`src/rtl/scan_receive.sv`:
```
`default_nettype none
// ============================================================================
// Module      : scan_receive
// Description : Reassembles one board scan from UART bytes. Each row is a
//               left-half byte then a right-half byte carrying 5 piece bits
//               each. The 100-bit occupancy map is published in one update
//               once all rows are in. Tag, half-order and inter-byte timeout
//               errors abort the frame without touching the published board.
// Revision    : 1.0  initial release
// ============================================================================
module scan_receive #(
    parameter int unsigned ROWS           = 10,
    parameter logic [23:0] TIMEOUT_CYCLES = 24'd5000000,
    parameter logic [1:0]  TAG            = 2'b10
) (
    input  logic                 clk,
    input  logic                 reset,
    input  logic                 arm,
    input  logic                 rx_data_ready,
    input  logic [7:0]           rx_data,
    output logic [ROWS*10-1:0]   board,
    output logic [3:0]           row_count,
    output logic                 busy,
    output logic                 frame_done,
    output logic                 frame_error,
    output logic [7:0]           LEDG
);

    localparam int unsigned c_BITS  = ROWS * 10;
    localparam int unsigned c_IDX_W = $clog2(c_BITS);
    localparam logic [3:0]  c_ROWS  = 4'(ROWS);

    localparam logic [2:0] c_ERR_TAG     = 3'd1;
    localparam logic [2:0] c_ERR_HALF    = 3'd2;
    localparam logic [2:0] c_ERR_TIMEOUT = 3'd3;

    typedef enum logic [1:0] {
        S_IDLE       = 2'd0,
        S_WAIT_LEFT  = 2'd1,
        S_WAIT_RIGHT = 2'd2
    } state_t;

    state_t              r_state;
    state_t              w_state_next;

    logic [3:0]          r_row_count;
    logic [3:0]          w_row_next;
    logic [c_BITS-1:0]   r_shadow;
    logic [c_BITS-1:0]   w_shadow_next;
    logic [c_BITS-1:0]   r_board;
    logic [c_BITS-1:0]   w_board_next;
    logic [23:0]         r_timer;
    logic [23:0]         w_timer_next;
    logic                r_frame_done;
    logic                w_done_next;
    logic                r_frame_error;
    logic                w_error_next;
    logic [2:0]          r_last_error_code;
    logic [2:0]          w_code_next;

    logic [23:0]         w_timer_inc;
    logic [c_IDX_W-1:0]  w_base;
    logic [c_IDX_W-1:0]  w_base_right;
    logic [3:0]          w_row_inc;
    logic                w_tag_ok;
    logic                w_half;

    // Byte field decode and per-row bit offsets into the shadow buffer.
    assign w_tag_ok     = (rx_data[7:6] == TAG);
    assign w_half       = rx_data[5];
    assign w_base       = c_IDX_W'(r_row_count) * c_IDX_W'(10);
    assign w_base_right = w_base + c_IDX_W'(5);
    assign w_row_inc    = r_row_count + 4'd1;
    // The timer value this cycle would reach; timeout fires when it hits the limit.
    assign w_timer_inc  = r_timer + 24'd1;

    // Next-state and datapath decisions: arm beats a byte, a byte beats timeout.
    always_comb begin
        w_state_next  = r_state;
        w_row_next    = r_row_count;
        w_shadow_next = r_shadow;
        w_board_next  = r_board;
        w_timer_next  = r_timer;
        w_done_next   = 1'b0;
        w_error_next  = 1'b0;
        w_code_next   = r_last_error_code;

        if (arm) begin
            // Start or restart; any byte strobed alongside is dropped.
            w_state_next  = S_WAIT_LEFT;
            w_row_next    = 4'd0;
            w_shadow_next = '0;
            w_timer_next  = 24'd0;
            w_code_next   = 3'd0;
        end else if (r_state != S_IDLE) begin
            if (rx_data_ready) begin
                if (!w_tag_ok) begin
                    w_state_next = S_IDLE;
                    w_error_next = 1'b1;
                    w_code_next  = c_ERR_TAG;
                    w_timer_next = 24'd0;
                end else if (w_half != (r_state == S_WAIT_RIGHT)) begin
                    w_state_next = S_IDLE;
                    w_error_next = 1'b1;
                    w_code_next  = c_ERR_HALF;
                    w_timer_next = 24'd0;
                end else if (r_state == S_WAIT_LEFT) begin
                    w_shadow_next[w_base +: 5] = rx_data[4:0];
                    w_state_next               = S_WAIT_RIGHT;
                    w_timer_next               = 24'd0;
                end else begin
                    w_shadow_next[w_base_right +: 5] = rx_data[4:0];
                    w_row_next                       = w_row_inc;
                    w_timer_next                     = 24'd0;
                    if (w_row_inc == c_ROWS) begin
                        // Publish including the byte that just arrived.
                        w_board_next = w_shadow_next;
                        w_done_next  = 1'b1;
                        w_state_next = S_IDLE;
                    end else begin
                        w_state_next = S_WAIT_LEFT;
                    end
                end
            end else if (w_timer_inc == TIMEOUT_CYCLES) begin
                w_state_next = S_IDLE;
                w_error_next = 1'b1;
                w_code_next  = c_ERR_TIMEOUT;
                w_timer_next = 24'd0;
            end else begin
                w_timer_next = w_timer_inc;
            end
        end
    end

    // State register.
    always_ff @(posedge clk) begin
        if (reset) begin
            r_state <= S_IDLE;
        end else begin
            r_state <= w_state_next;
        end
    end

    // Datapath registers: partial frame, published board, timer and pulses.
    always_ff @(posedge clk) begin
        if (reset) begin
            r_row_count       <= 4'd0;
            r_shadow          <= '0;
            r_board           <= '0;
            r_timer           <= 24'd0;
            r_frame_done      <= 1'b0;
            r_frame_error     <= 1'b0;
            r_last_error_code <= 3'd0;
        end else begin
            r_row_count       <= w_row_next;
            r_shadow          <= w_shadow_next;
            r_board           <= w_board_next;
            r_timer           <= w_timer_next;
            r_frame_done      <= w_done_next;
            r_frame_error     <= w_error_next;
            r_last_error_code <= w_code_next;
        end
    end

    assign board       = r_board;
    assign row_count   = r_row_count;
    assign busy        = (r_state != S_IDLE);
    assign frame_done  = r_frame_done;
    assign frame_error = r_frame_error;
    assign LEDG        = {busy, r_last_error_code, r_row_count};

endmodule
`default_nettype wire

```
`config.mk`:
```
export PLATFORM = sky130hd
export DESIGN_NAME = scan_receive
export DESIGN_NICKNAME = d
export VERILOG_FILES = /design/src/rtl/scan_receive.sv
export SDC_FILE = /design/constraint.sdc
export NUM_CORES = 1
export LEC_CHECK = 0
export ABC_CLOCK_PERIOD_IN_PS = 11300
export CAP_MARGIN = 20
export CORE_MARGIN = 5
export CORE_UTILIZATION = 62
export CTS_CLUSTER_SIZE = 20
export DETAILED_ROUTE_END_ITERATION = 8
export HOLD_SLACK_MARGIN = 0.1
export PLACE_DENSITY_LB_ADDON = 0.2
export SLEW_MARGIN = 0
export SYNTH_ARGS = -nofsm -noshare
export SYNTH_HDL_FRONTEND = slang
export SYNTH_SLANG_ARGS = --single-unit
```
`constraint.sdc`:
```
create_clock -name clk -period 11.3 [get_ports clk]
set_clock_uncertainty 0.05 [all_clocks]
set_input_delay 2.26 -clock clk [delete_from_list [all_inputs] [get_ports clk]]
set_output_delay 2.26 -clock clk [all_outputs]
set_load 0.005 [all_outputs]
```
Word-level counts from Yosys, hierarchy flattened --
Index checks and enable logic that the tools add are counted.
Operators by class: $add $sub $neg 5, multipliers 1, div/mod/pow operators 0, order comparisons 0, equal/unequal tests 7, shift operators 4, muxes and demuxes 22, bitwise gates (word level) 6, reductions and logical operators 13
Operators with widths (number):
- 100-bit bitwise mux | 2
- 5-bit by 9-bit variable shift with 100-bit output, first input constant | 2
- 5-bit by 9-bit variable part select with 100-bit output | 2
- 100-bit 2-to-1 mux | 1
- 24-bit 2-to-1 mux | 2
- 24-bit by 1-bit adder with 24-bit output, second input constant | 1
- 24-bit by 23-bit equality test with 1-bit output, second input constant | 1
- 7-bit negation with 9-bit output | 2
- 3-bit 2-to-1 mux | 4
- 2-bit 2-to-1 mux | 5
- 1-bit 2-to-1 mux | 8
- 7-bit by 3-bit adder with 7-bit output, second input constant | 1
- 7-bit AND reduction | 1
- 7-bit OR reduction | 1
- 4-bit by 3-bit multiplier with 6-bit output, second input constant | 1
- 1-bit NOT | 6
- 2-bit nonzero test | 3
- 5-bit AND reduction | 1
- 4-bit by 1-bit adder with 4-bit output, second input constant | 1
- 2-bit equality test, second input constant | 2
- 4-bit equality test, second input constant | 1
- 2-bit AND reduction | 2
- 4-bit AND reduction | 1
- 3-bit by 2-bit inequality test with 1-bit output, second input constant | 1
- 6 further kinds | 6
Storage, ports and cells: bits in registers 235, latch bits 0, memory bits (writable) 0, ROM bits 0, input port bits 12, output and inout port bits 115, memories 0

Longest topological paths before layout --
depth after elaboration 9, gate-level depth with buffers 15, mapped depth without buffers 12

Worst setup path before layout --
Ideal clock, no wire load.
path type in2reg, start point input rx_data[6], end point register r_board[26] (netlist: board[26]), setup time 0.128 ns, arrival time 3.772 ns, data required time 11.122 ns, setup slack 7.351 ns, stages on the path 9, buffers on the path 3, cell sequence nand2b_1 nor2_1 nand3_1 or3_1 clkbuf_1 buf_2 buf_1 a21oi_1 nor2_1
Between the ends: longest elaborated chain between the ends 2
RTL lines:
- start, declared | RTL line 20 | input logic [7:0] rx_data,
- 2-bit equality test | RTL line 69 | assign w_tag_ok = (rx_data[7:6] == TAG);
- 7-bit AND reduction (no line)
- end signal, assigned | RTL line 157 | r_board <= w_board_next;
- end, declared | RTL line 50 | logic [c_BITS-1:0] r_board;
No other way between the ends. A chain may end at the register's enable or synchronous reset.

Final worst setup path --
start point register r_row_count[1] (netlist: row_count[1]), end point register r_shadow[47]
Between the ends: longest elaborated chain between the ends 6
RTL lines:
- start, declared | RTL line 46 | logic [3:0] r_row_count;
- start signal, assigned | RTL line 155 | r_row_count <= w_row_next;
- 4-bit by 3-bit multiplier with 6-bit output (*) | RTL line 71 | assign w_base = c_IDX_W'(r_row_count) * c_IDX_W'(10);
- 7-bit by 3-bit adder with 7-bit output | RTL line 72 | assign w_base_right = w_base + c_IDX_W'(5);
- 7-bit negation with 9-bit output | RTL line 112 | w_shadow_next[w_base_right +: 5] = rx_data[4:0];
- 5-bit by 9-bit variable part select with 100-bit output / 5-bit by 9-bit variable shift with 100-bit output (equally long branches) | RTL line 112
- 100-bit bitwise mux | RTL line 112
- 100-bit 2-to-1 mux (*) | RTL line 107 | end else if (r_state == S_WAIT_LEFT) begin
- end signal, assigned | RTL line 156 | r_shadow <= w_shadow_next;
- end, declared | RTL line 48 | logic [c_BITS-1:0] r_shadow;
Every way passes the cells marked *; elsewhere a longest branch is shown, timed or not.

==> results.py <==
metrics = {
    "status": {
        "outcome": "finished, final reports clean",
    },
    "setup_path": {
        "critPathRequiredTime_ps": 11650,
        "crit_type": "register to register",
        "r2r_start": "row_count[1]",
        "endpoint_kind": "register",
        "worstSetupStartpointType": "register",
        "worstPathArrival_ps": 5330,
        "crit_path_max_fanout": 25,
        "crit_path_start": "row_count[1]",
    },
    "timing": {
        "hold_viol_final": 0,
        "fmax_ghz": 0.2006,
        "finalSetupViolCount": 0,
        "tns_ps": 0,
        "rsz0062_at_grt": "false",
        "drv_slew": 0,
        "timing.final.crit_share_pct": 44.11,
        "worstMarginPinSlew_ps": 1179,
        "min_period_ps": 4984,
        "max_slew_margin_pct": 21.08,
    },
    "route": {
        "firstDrtPassIters": 6,
        "drc": 0,
        "ant_nets": 0,
        "routed_wl_um": 50340,
        "vias_per_cell": 6.855,
        "wl_per_cell_um": 23.81,
        "vias": 14491,
        "drt_iter0_drc": 1934,
    },
    "clocking": {
        "postCtsResizedCells": 0,
        "cts.clk_slew.worst_paths_ps": 60,
        "cts.path.max_buffers": 3,
        "cts_setup_buffers": 0,
        "numCtsBuffers": 26,
        "cts-root-buf": "clkbuf_16",
        "clk-insertion-delay-late_ps": 560,
        "cts_num_sinks": 234,
        "cts_max_level": 1,
        "cts_hold_buf": 0,
        "cts_tree": "yes",
    },
    "floorplan": {
        "die_x_um": 157.8,
        "placementRows": 54,
        "core_area_um2": 21690,
        "start_util_pct": 62.45,
        "die_y_um": 157.8,
        "io_pins": 127,
        "die_area_um2": 24900,
    },
    "global_route": {
        "grt_first_pass_wirelength_um": 77300,
        "grt_max_degree": 104,
        "grt_pass1_vias": 13528,
        "antenna_found_initial": 1,
        "grt_usage_pct": 39.34,
        "grt.overflow.total": 0,
    },
    "power_and_ir_drop": {
        "leakage_nw": 5.256,
        "power_density_nw_per_um2": 112.9,
        "ir_drop_mv": 0.1258,
    },
    "synth": {
        "synth_area_um2": 13540,
        "synth.distinct_cells": 79,
        "avgSynthCellArea_um2": 7.605,
        "ys_warn_count": 0,
        "ys_seq_area_share_pct": 34.59,
        "async_reset_ff_share_pct": 0,
        "syn_nets": 1811,
        "synth_flop_cell": "dfxtp_1",
        "ys_seq_elements": 234,
        "synth_edf_count": 0,
        "syn_inst": 1781,
    },
    "final_layout": {
        "diodes": 0,
        "fill_cells": 1752,
        "multiInputGateArea_um2": 8258,
        "drive_above_1_share_pct": 5.998,
        "seqCellArea_um2": 4684,
        "final_util_pct": 72.00,
        "areaGrowthSynthToFinish_pct": 15.29,
        "fin_nets": 1847,
    },
    "placement": {
        "dp_hpwl_um": 34570,
        "io_buffer_count": 125,
        "gp_congestion": 1.079,
    },
    "worst_hold_path": {
        "min_path_type": "register to register",
        "hp-start": "board[98]",
    },
    "job": {
        "drv_cap": 0,
    },
}
[state kept, by name (all words and copies together) (netlist names)]
register / cells
r_shadow: 100
r_state: 2
r_last_error_code: 2
row_count: 4
board: 100
frame_done: 1
r_timer: 24
frame_error: 1
[stage by stage]
stage / total power [mW] / hold slack, ps / instance area, um^2 / worst slack [ps] / cells
CTS: 1.760 / 407.8 / 15600 / 6566 / 2113
finish: 1.763 / 407.3 / 15620 / 6316 / 2114
global placement: 0.9272 / 387.4 / 14770 / 6223 / 2068
detailed placement: 0.9284 / 399.8 / 14770 / 6054 / 2068
global route: 1.803 / 429.6 / 15620 / 6246 / 2114
floorplan: 0.9020 / 381.2 / 13540 / 7351 / 1781
[cell type report]
cell class | instances | share of cell area (%)
Clock buffer | 36 | 4.663
Sequential cell | 234 | 30.00
Clock inverter | 9 | 0.6971
Inverter | 12 | 0.2885
Tap cell | 280 | 2.244
Multi-Input combinational cell | 1393 | 52.88
Timing Repair Buffer | 150 | 9.223
[path summary, 6_finish.rpt]
kind	end	slack, ps	cells after the start
min reg2reg	board[98]	410	2
max	r_shadow[47]	6320	13
max reg2reg	r_shadow[47]	6320	13
min	board[98]	410	2
[cells in the mapped netlist (all sizes together), types with 7 or more instances]
master	n	area (um^2)
nor4	9	62.56
a211oi	45	337.8
mux2i	105	1051
and3	8	50.05
clkbuf	104	390.4
o22ai	23	143.9
dfxtp	234	4684
nand4	16	106.4
nor2b	8	50.05
nand2	166	628.1
and2	8	50.05
mux2	7	78.83
o211a	19	190.2
a22oi	7	52.55
nor3	71	385.4
xor2	21	217.7
ha	17	212.7
o22a	26	227.7
nor2	341	1290
xnor2	16	162.7
a21oi	186	942.2
o21ai	98	494.2
a31oi	12	75.07
a311oi	37	324.1
buf	38	206.5
nand3	44	225.2
o221ai	17	148.9
inv	11	41.29
nand2b	18	112.6
[cells by family (layout without fill, tap and decap cells)]
group,count (synthesis),after routing,synth area share (%)
AO/OA/AOI/OAI,507,507,24.18
XOR/XNOR,37,37,2.808
adder cells (fa/ha/maj),18,18,1.718
buffers and inverters,154,207,4.739
flip-flops,234,234,34.59
multiplexers,112,112,8.342
other,1,1,0.02769
AND/OR/NAND/NOR,718,718,23.59
[report_power, final]
| part | internal [mW] | switching [mW] |
|---|---|---|
| sequential | 0.827 | 0.00133 |
| clock | 0.494 | 0.355 |
| combinational | 0.0207 | 0.0659 |
[worst max-delay path, cell delays in order (launching register included)]
cell      delay [ps]
dfxtp_1          300
buf_4            220
ha_1             310
ha_1             130
inv_1             50
fa_1             760
and4bb_2         400
xor2_2           330
nand2_2          210
nor2_1           930
o21ai_0          510
a21oi_1          340
mux2i_1          230
nor2_1            60
[cell usage in the layout (no fill, tap or decap), drive strengths merged, types with 5 or more instances in the layout]
cell type      synthesis  final
a22oi                  7      7
o22a                  26     26
nand3                 44     44
clkbuf               104     36
or2                    5      5
nor3                  71     71
ha                    17     17
mux2                   7      7
nand4                 16     16
nor2b                  8      8
o221ai                17     17
clkinv                 1      7
o21ai                 98     98
buf                   38     26
clkdlybuf4s50          0    124
a211oi                45     45
dfxtp                234    234
a21oi                186    186
a311oi                37     37
or3                    6      6
mux2i                105    105
and3                   8      8
nor2                 341    341
xor2                  21     21
nand2                166    166
inv                   11     11
o22ai                 23     23
xnor2                 16     16
and2                   8      8
o2111a                 6      6
o211a                 19     19
nor4                   9      9
nand2b                18     18
a31oi                 12     12
[routing by layer]
metal	track usage, %	vias up	share of wire, %
met5	0	-	0.026
met4	21.79	2	6.5
met3	8.584	247	12
met2	60.17	1056	43
met1	51.67	6699	38
li1	-	6487	-
No activity file was read; power rests on OpenSTA's default activity.
